$ cat config.mk
export PLATFORM = sky130hd
export DESIGN_NAME = reg_dump_unit
export DESIGN_NICKNAME = d
export VERILOG_FILES = /design/src/rtl/reg_dump_unit.sv
export SDC_FILE = /design/constraint.sdc
export NUM_CORES = 1
export LEC_CHECK = 0
export ABC_AREA = 1
export CAP_MARGIN = 20
export CORE_ASPECT_RATIO = 0.9
export CORE_MARGIN = 1.5
export CORE_UTILIZATION = 35
export DETAILED_ROUTE_END_ITERATION = 8
export PLACE_DENSITY_LB_ADDON = 0.12
export SETUP_SLACK_MARGIN = 0.15
export SLEW_MARGIN = 20
export SYNTH_ARGS = -nofsm -noshare
export SYNTH_HDL_FRONTEND = slang
export SYNTH_SLANG_ARGS = --single-unit
$ cat constraint.sdc
create_clock -name clk -period 1.5 [get_ports clk]
set_input_delay 0.3 -clock clk [delete_from_list [all_inputs] [get_ports clk]]
set_output_delay 0.3 -clock clk [all_outputs]
set_load 0.05 [all_outputs]
$ cat src/rtl/reg_dump_unit.sv
// Register-file debug dump: walks an inclusive, wrapping address range and streams (addr, data) words.
// Optional build macro REG_DUMP_SKIP_ZERO_EN suppresses words whose register value is zero.
module reg_dump_unit #(
    parameter int AW = 5,
    parameter int DW = 32
) (
    input  logic          clk,
    input  logic          rst,
    input  logic          start,
    input  logic [AW-1:0] first_addr,
    input  logic [AW-1:0] last_addr,
    output logic [AW-1:0] rd_addr,
    input  logic [DW-1:0] rd_data,
    output logic          out_valid,
    input  logic          out_ready,
    output logic [AW-1:0] out_addr,
    output logic [DW-1:0] out_data,
    output logic          busy,
    output logic          done,
    output logic [AW:0]   word_cnt
);

    typedef enum logic [1:0] {IDLE, FETCH, SEND, FINISH} state_t;

    state_t        state;
    state_t        state_nxt;
    logic [AW-1:0] addr_cnt;
    logic [AW-1:0] end_addr;
    logic          last_word;
    logic          skip_word;

    assign last_word = (addr_cnt == end_addr);
    assign rd_addr   = addr_cnt;

`ifdef REG_DUMP_SKIP_ZERO_EN
    assign skip_word = (rd_data == '0);
`else
    assign skip_word = 1'b0;
`endif

    always_ff @(posedge clk or posedge rst) begin
        if (rst) state <= IDLE;
        else     state <= state_nxt;
    end

    always_comb begin
        state_nxt = state;
        case (state)
            IDLE:    if (start) state_nxt = FETCH;
            FETCH: begin
                if (skip_word) state_nxt = last_word ? FINISH : FETCH;
                else           state_nxt = SEND;
            end
            SEND:    if (out_ready) state_nxt = last_word ? FINISH : FETCH;
            FINISH:  state_nxt = IDLE;
            default: state_nxt = IDLE;
        endcase
    end

    always_comb begin
        out_valid = (state == SEND);
        busy      = (state != IDLE);
        done      = (state == FINISH);
    end

    // The word is captured in FETCH so later register writes cannot disturb a stalled SEND.
    always_ff @(posedge clk or posedge rst) begin
        if (rst) begin
            addr_cnt <= '0;
            end_addr <= '0;
            out_addr <= '0;
            out_data <= '0;
            word_cnt <= '0;
        end else begin
            case (state)
                IDLE: begin
                    if (start) begin
                        addr_cnt <= first_addr;
                        end_addr <= last_addr;
                        word_cnt <= '0;
                    end
                end
                FETCH: begin
                    if (skip_word) begin
                        if (!last_word) addr_cnt <= addr_cnt + 1'b1;
                    end else begin
                        out_addr <= addr_cnt;
                        out_data <= rd_data;
                    end
                end
                SEND: begin
                    if (out_ready) begin
                        word_cnt <= word_cnt + 1'b1;
                        if (!last_word) addr_cnt <= addr_cnt + 1'b1;
                    end
                end
                default: ;
            endcase
        end
    end

endmodule

Yosys cells after proc, flatten, opt, wreduce, memory -nomap -nowiden:

Cells that the tools add are included.

* register bits after elaboration: 55
* input port bits: 46
* output and inout bits: 51
* word-level logic and storage cells: 33

* add/subtract/negate cells: 2
* eq/ne operators: 7
* muxes and demuxes: 11
* reductions and logical operators: 7

Operator list (number)
* 5-bit two-way mux: 3
* 6-bit two-way mux: 2
* 6-bit one-hot mux with 2 select lines: 1
* 5-bit one-hot mux with 2 select lines: 1
* 2-bit one-hot mux with 4 select lines: 1
* 6-bit by 1-bit adder with 6-bit output (second input constant): 1
* 2-bit two-way mux: 3
* 5-bit by 1-bit adder with 5-bit output (second input constant): 1
* 5-bit equality test: 1
* 2-bit equality test (second input constant): 2
* 2-bit inequality test (second input constant): 2
* 2-bit AND reduction: 2
* 4-bit AND reduction: 1
* 2-bit nonzero test: 2
* 3-bit AND reduction: 1
* 2-bit by 1-bit equality test with 1-bit output (second input constant): 1
* 2-bit logical NOT: 1
* 2-bit by 1-bit inequality test with 1-bit output (second input constant): 1

Longest topological paths before layout:

Gate-level depths: netlist of run 1.

* depth in word-level cells: 4
* depth in mapped cells: 8
* gate-level depth less buffers: 8

Worst setup path before layout of run 1:

OpenSTA, ideal clock, no wires.

* path kind: register -> register
* start point: reg addr_cnt[0], in the netlist rd_addr[0]
* end point: reg addr_cnt[2], in the netlist rd_addr[2]
* library setup time: 0.117 ns
* arrival: 1.414 ns
* required time: 1.383 ns
* setup slack: -0.030 ns
* cell stages (with the launch flop): 7
* buffers on the path: 0
* period minus slack after synthesis: 1.530 ns
* path through: dfrtp_1 > ha_1 > or2_2 > nand3_1 > nand2_1 > nand3_1 > nand2_1

* cells in the longest elaborated chain, start to end: 4
* elaborated cells on any way between the ends: 7
* classes of those cells: add/sub: 1; eq/ne: 2; mux: 3; reduce/logical: 1

RTL lines
* start, declared: RTL line 27 `logic [AW-1:0] addr_cnt;`
* start signal, assigned: RTL line 78 `addr_cnt <= first_addr;`
* start signal, assigned: RTL line 85 `if (!last_word) addr_cnt <= addr_cnt + 1'b1;`
* start signal, assigned: RTL line 94 `if (!last_word) addr_cnt <= addr_cnt + 1'b1;`
* 5-bit by 1-bit adder with 5-bit output: RTL line 94
* 5-bit two-way mux: RTL line 94
* 5-bit two-way mux: RTL line 92 `if (out_ready) begin`
* 5-bit one-hot mux with 2 select lines: RTL line 75 `case (state)`

Parallel ways exist; a longest one is shown, timed or not. The select of a mux whose other input is x is not followed.
A chain may end at the register's enable or synchronous reset.

Final worst setup path of run 1:

* start point: reg state[0]
* end point: out out_valid

* cells in the longest elaborated chain, start to end: 1

RTL lines
* start, declared: RTL line 25 `state_t state;`
* start signal, assigned: RTL line 43 `else state <= state_nxt;`
* 2-bit equality test: RTL line 61 `out_valid = (state == SEND);`
* end, declared: RTL line 14 `output logic out_valid,`

No other way between the ends.

==> impl_metrics.csv, run 1 <==
group,metric,value,unit
synth,synth-compound-area-share,3.577,%
finish,instances_no_fill,444,
synth,synth_top_area_share,54.64,%
power,pwr_density_cell,2652,mW/mm2
synth,synth_top_flop_cell,"dfrtp_1",
sta,min_period_over_period,97.50,%
global_routing,antenna_found_initial,0,
sta,finalMaxSlewViolations,0,
synth,synth_fa_ha_area_share,0.9935,%
hold_path,hold_path_class,"in -> async",
global_routing,grt_pass1_wl,9873,um
placement,io_buffers,96,
synth,synth_xor_area_share,0.3477,%
sta,max-slew-margin-rel,71.96,%
synth,yosys.area.top_type,"dfrtp_1",
die,io_pins,97,
detailed_routing,wl,6419,um
synth,yosysSeqAreaShare,54.64,%
placement,dp_cells,415,
clock_tree,clockRootBuffer,"clkbuf_8",
outcome,status,"finished, final reports clean",
synth,yosysWarnings,0,
worst_setup_path,cpMaxStageDelayCell,"dfrtp_2",
clock_tree,clk_latency,0.30,ns
finish,nFillCells,522,
finish,antenna_cells,0,
global_routing,grt_pass1_vias,1934,
worst_setup_path,cp_max_fo,4,
worst_setup_path,end_kind,"output port",
die,start_util,35.97,%
synth,yosysMostFrequentCell,"dfrtp_1",
worst_setup_path,crit_arrival,1.16,ns
die,coreArea,0.007003,mm2
clock_tree,worst_setup_hold_path_clk_slew,0.09,ns
worst_setup_path,start_kind,"register",
finish,fin_util,66.84,%
synth,ys_types,24,
global_routing,grt_max_degree,24,
sta,setup_violations,0,
global_routing,grt_use_total,16.14,%
power,ir_drop,0.001520,V
worst_setup_path,critical_path_class,"reg -> out",
die,chipHeight,83.48,um
synth,synth_edf_count,0,
clock_tree,cts_buffers,5,
detailed_routing,first_iter_violations,48,
synth,avgSynthCellArea,11.24,um2
synth,synth_top_family_by_area,"multiplexers",
finish,num-nets-final,398,
worst_setup_path,cp_num_buf_inv,2,
detailed_routing,num_vias,2035,
global_routing,grt-ovfl-total,0,
synth,muxShareOfSynthArea,19.37,%
worst_setup_path,path_cells,"nor2_4, buf_6, buf_12",
detailed_routing,route.detailed.drc,0,
sta,setup-tns-final,0,ns
worst_setup_path,cp.required,1.20,ns
finish,area_delta_synth_final,85.84,%
detailed_routing,dr.pass1.iters,4,
die,fp.dieW,92.42,um
worst_setup_path,path_delay_family,"flip-flops",
clock_tree,clock-sinks,55,
sta,period_needed,1.462,ns
detailed_routing,wire_per_inst,14.46,um
sta,hold_ws,0.3402,ns
detailed_routing,viasPerCell,4.583,
job,drv_cap,0,
clock_tree,clock_path_buffers,2,
clock_tree,htreeDepth,2,
synth,synth_area_leaders,"dfrtp_1, mux2_4, nand2_1, nand3_1, inv_1",
synth,syn_nets,272,
finish,regArea,0.001386,mm2
synth,synthArstFlopShare,100.0,%
finish,drive_gt1_share,43.59,%
power,p_leak,2.211,nW
detailed_routing,ant_nets,0,
synth,synth_cells,224,
worst_setup_path,max_stage_delay,0.45,ns
die,rows,29,
clock_tree,postCtsHoldBufs,0,
finish,multiInputGateArea,0.001114,mm2
synth,yosys.area_share.simple,15.70,%
sta,worst_pin_slew,0.4197,ns
sta,finalHoldViolCount,0,
synth,syn_area,0.002519,mm2
sta,fmax,683.8,MHz
placement,placed_cell_area,0.004202,mm2
die,dieArea,0.007715,mm2
sta,rsz0062_at_grt,"true",
clock_tree,cts_tree,"done",
finish,final_area,0.004681,mm2
placement,routabilityCongestion,0.8284,
synth,synth_common_cells,"dfrtp_1, nand2_1, mux2_4, inv_1, nand3_1",
sta,skew,0.008088,ns
synth,ys_ff_latch,55,
placement,dp_hpwl,4280,um
-- layout make-up --
cell class,count,share of cell area (%)
Clock buffer,6,1.764
Clock inverter,2,0.7485
Inverter,18,1.577
Multi-Input combinational cell,143,23.79
Sequential cell,55,29.62
Tap cell,93,2.486
Timing Repair Buffer,127,40.02
-- through the flow --
stage	power [mW]	worst slack (ns)
floorplan	6.940	0.1546
global placement	10.45	0.06518
detailed placement	10.52	0.03338
CTS	11.71	0.03566
global route	13.01	-0.007865
finish	12.42	0.03756
-- cells in the final DEF, fill, tap and decap left out --
master and instances:
ha_4 1, clkinvlp_4 1, a21o_1 1, nand2_1 44, xor2_1 1, mux2_2 2, clkinv_2 1, o211ai_1 1
dfrtp_2 8, nand2_4 2, nand3_1 14, buf_4 13, nand2_2 5, clkdlybuf4s50_1 45, buf_16 1, nor2_4 2
nand3_4 1, nand4_1 5, nor2_2 2, o21ai_1 2, o21ai_0 6, dfrtp_1 47, nor2_1 10, ha_1 1
buf_6 9, a21oi_1 7, buf_12 56, inv_1 14, nand2_8 3, bufinv_16 1, clkbuf_8 6, mux2_4 31
inv_2 2, inv_4 1, clkbuf_16 3, nand3_2 1, or2_4 1
-- flip-flops by register name, summed over array words and instances, names as in the netlist --
register  cells
end_addr      5
out_addr      5
out_data     32
rd_addr       5
state         2
word_cnt      6
-- cells by family (layout without fill, tap and decap cells) --
logic type / count (synthesis) / after routing
adders and majority gates: 2 / 2
muxes: 33 / 33
DFF: 55 / 55
and+or+nand+nor: 90 / 90
AOI/OAI and AO/OA: 17 / 17
buffers and inverters: 26 / 153
xor gates and xnor gates: 1 / 1
-- worst paths after layout --
kind | start | slack, ns | to | cells past startpoint
min reg2reg | end_addr[0] | 0.54 | end_addr[0] | 2
min | rst | 0.34 | out_data[17] | 2
max in group asynchronous | rst | 0.75 | word_cnt[1] | 3
max reg2reg | state[0] | 0.11 | rd_addr[1] | 8
max | state[0] | 0.04 | out_valid | 3
min in group clk | end_addr[0] | 0.54 | end_addr[0] | 2
-- metal layers --
layer  GRT usage, %  up-vias  wire length [um]
met2          24.13       75              2937
met3          3.461        7               386
met4          4.615        0                68
met5              0        -                 0
met1          23.53      961              3026
li1               -      992                 -
-- power breakdown --
group          leakage [nW]  total (mW)  internal [mW]  switching (mW)
logic                  1.50        8.35           4.40            3.95
clock network        0.0612        1.01          0.541           0.465
registers             0.650        3.06           2.20           0.856
total                  2.21        12.4           7.14            5.27
-- repair_timing --
item                       CTS  global route
pin swaps                    3            10
cloned                       0             5
setup endpoints to repair    9            48
setup buffers                7             9
gates resized for setup      4            29
Power figures use the tool's default switching activity.
==> run 2, diff against run 1 <==
--- a/config.mk
+++ b/config.mk
@@ -12,8 +12,10 @@
 export CORE_UTILIZATION = 35
 export DETAILED_ROUTE_END_ITERATION = 8
 export PLACE_DENSITY_LB_ADDON = 0.12
+export REMOVE_ABC_BUFFERS = 1
 export SETUP_SLACK_MARGIN = 0.15
 export SLEW_MARGIN = 20
 export SYNTH_ARGS = -nofsm -noshare
 export SYNTH_HDL_FRONTEND = slang
 export SYNTH_SLANG_ARGS = --single-unit
+export TNS_END_PERCENT = 5
==> constraint.sdc (replaced) <==
create_clock -name clk -period 1.9 [get_ports clk]
set_input_delay 0.38 -clock clk [delete_from_list [all_inputs] [get_ports clk]]
set_output_delay 0.38 -clock clk [all_outputs]
set_load 0.05 [all_outputs]
==> run 2 against run 1 <==
Effect of this change:
- flip-flop and latch count unchanged
- largest cell class is now flip-flops and latches
- utilization is 13 points lower
- global-route usage decreased by 2.2 points
- power is 40% lower
- clock-buffer cell count shrank 1
- sequential share of layout area increased by 7.0 points
- first-iteration DRC count rose by 46%
==> impl_metrics.csv, run 2 (synthesized netlist as in run 1, its figures left out) <==
group,metric,value,unit
power,total_power,7.493,mW
finish,area_delta_synth_final,49.03,%
sta,finalHoldViolCount,0,
clock_tree,clock-sinks,55,
sta,fmax,592.8,MHz
placement,routabilityCongestion,0.7568,
worst_setup_path,r2r_setup_slack,0.46,ns
sta,setup_violations,0,
clock_tree,clk_latency,0.30,ns
finish,final_common_cell,"dfrtp_1",
sta,hold_ws,0.3925,ns
clock_tree,clock_path_buffers,2,
worst_setup_path,crit_arrival,1.31,ns
die,coreArea,0.007003,mm2
power,seqPwrFrac,28.2,%
power,swShare,47.73,%
sta,max-slew-margin-rel,65.06,%
worst_setup_path,cp_num_buf_inv,3,
detailed_routing,dr.pass1.iters,4,
sta,period_needed,1.687,ns
finish,antenna_cells,0,
detailed_routing,wire_per_inst,12.84,um
clock_tree,cts_setup_buffers,0,
power,intPower,3.916,mW
clock_tree,htreeDepth,2,
detailed_routing,wl,5382,um
power,ir_drop,0.0007789,V
clock_tree,postCtsHoldBufs,0,
worst_setup_path,end_kind,"output port",
worst_setup_path,critical_path_class,"reg -> out",
worst_setup_path,reg2reg_depth,7,
detailed_routing,route.detailed.drc,0,
die,dieArea,0.007715,mm2
sta,skew,0.006177,ns
worst_setup_path,cp.required,1.52,ns
sta,finalMaxSlewViolations,0,
global_routing,grt_max_degree,35,
job,drv_cap,0,
die,rows,29,
power,switchingPower,3.576,mW
clock_tree,cts_buffers,5,
worst_setup_path,max_stage_delay,0.39,ns
placement,io_buffers,96,
die,chipHeight,83.48,um
hold_path,hold_path_class,"in -> async",
worst_setup_path,timing.rr.end,"rd_addr[1]",
global_routing,grt_pass1_vias,1714,
sta,rsz0062_at_grt,"true",
sta,setup-tns-final,0,ns
finish,nFillCells,627,
die,start_util,35.97,%
global_routing,grt-ovfl-total,0,
worst_setup_path,cpMaxStageDelayCell,"dfrtp_1",
clock_tree,cts_tree,"done",
power,pwr-share-clk,10.3,%
power,power_frac_comb,61.4,%
detailed_routing,first_iter_violations,70,
power,p_leak,2.054,nW
placement,dp_hpwl,3896,um
finish,regMostFlops,"out_data",
detailed_routing,num_vias,1867,
sta,min_period_over_period,88.79,%
finish,largest_reg_flops,32,
clock_tree,clockRootBuffer,"clkbuf_8",
finish,num-nets-final,373,
detailed_routing,ant_nets,0,
worst_setup_path,cp_max_fo,10,
finish,drive_gt1_share,24.23,%
worst_setup_path,path_cells,"inv_2, nor2_4, buf_6, buf_12",
die,fp.dieW,92.42,um
clock_tree,worst_setup_hold_path_clk_slew,0.09,ns
worst_setup_path,start_kind,"register",
die,io_pins,97,
sta,worst_pin_slew,0.5233,ns
global_routing,grt_use_total,13.97,%
outcome,status,"finished, final reports clean",
worst_setup_path,r2r_start,"state[1]",
global_routing,grt_pass1_wl,8507,um
detailed_routing,viasPerCell,4.456,
finish,reg_top3,"out_data x32, word_cnt x6",
worst_setup_path,path_delay_family,"flip-flops",
global_routing,antenna_found_initial,0,
finish,layout_common_cells,"dfrtp_1, nand2_1, clkdlybuf4s50_1",
power,pwr_density_cell,1996,mW/mm2
-- run 2: cell types whose count changed in the layout (fill, tap and decap cells not counted), sizes merged --
cell,before,now
dlymetal6s2s,0,28
dlygate4sd2,0,1
clkbuf,9,5
clkinvlp,1,0
inv,17,18
clkinv,1,2
buf,79,28
-- run 2: worst max path at each step --
stage               slack (ns)  depth (start not counted)           end         start
detailed placement        0.29                          6   word_cnt[0]     out_ready
finish                    0.21                          4     out_valid      state[1]
global route              0.12                          4     out_valid      state[1]
floorplan                 0.18                          1   end_addr[0]           rst
global placement          0.31                          6   word_cnt[0]     out_ready
CTS                      0.007                          1  out_data[30]  out_data[30]
-- run 2: repair_timing --
action,4_1_cts,5_1_grt
hold endpoints to repair,0,0
endpoints found under the setup margin,29,29
resized for setup,1,29
pin swaps,0,1
-- run 2: metal layers --
layer  share of wire (%)  up-vias  routed length [um]  global-route usage, %
met5                   0        -                   0                      0
met4                0.71        0                  38                  3.776
met3                 7.3        5                 394                  3.734
met2                  41       77                2214                  19.72
met1                  51      850                2735                  20.97
li1                    -      935                   -                      -
-- run 2: power groups by stage --
stage | logic [mW] | clock network (mW) | registers, mW
2_1_floorplan | 1.62 | 0 | 3.73
5_1_grt | 4.87 | 0.843 | 2.20
6_report | 4.60 | 0.774 | 2.11
3_3_place_gp | 4.66 | 0 | 2.13
4_1_cts | 4.67 | 0.797 | 2.13
3_5_place_dp | 4.66 | 0 | 2.15
-- run 2: final cells by class --
class | count | area, um2 | share of cell area [%]
Sequential cell | 55 | 1376 | 36.67
Tap cell | 93 | 116.4 | 3.100
Timing Repair Buffer | 102 | 1074 | 28.60
Inverter | 18 | 67.56 | 1.800
Multi-Input combinational cell | 143 | 1007 | 26.83
Clock inverter | 3 | 43.79 | 1.167
Clock buffer | 5 | 68.82 | 1.833
-- run 2: through the flow --
step           cells  instance area, um2  worst slack [ns]  util (%)
5_1_grt          419                3754            0.1236     53.60
3_5_place_dp     411                3568            0.2920     50.96
4_1_cts          419                3680          0.006897     52.55
3_3_place_gp     411                3568            0.3138     50.96
2_1_floorplan    216                2451            0.1771         -
6_report         419                3754            0.2131     53.60
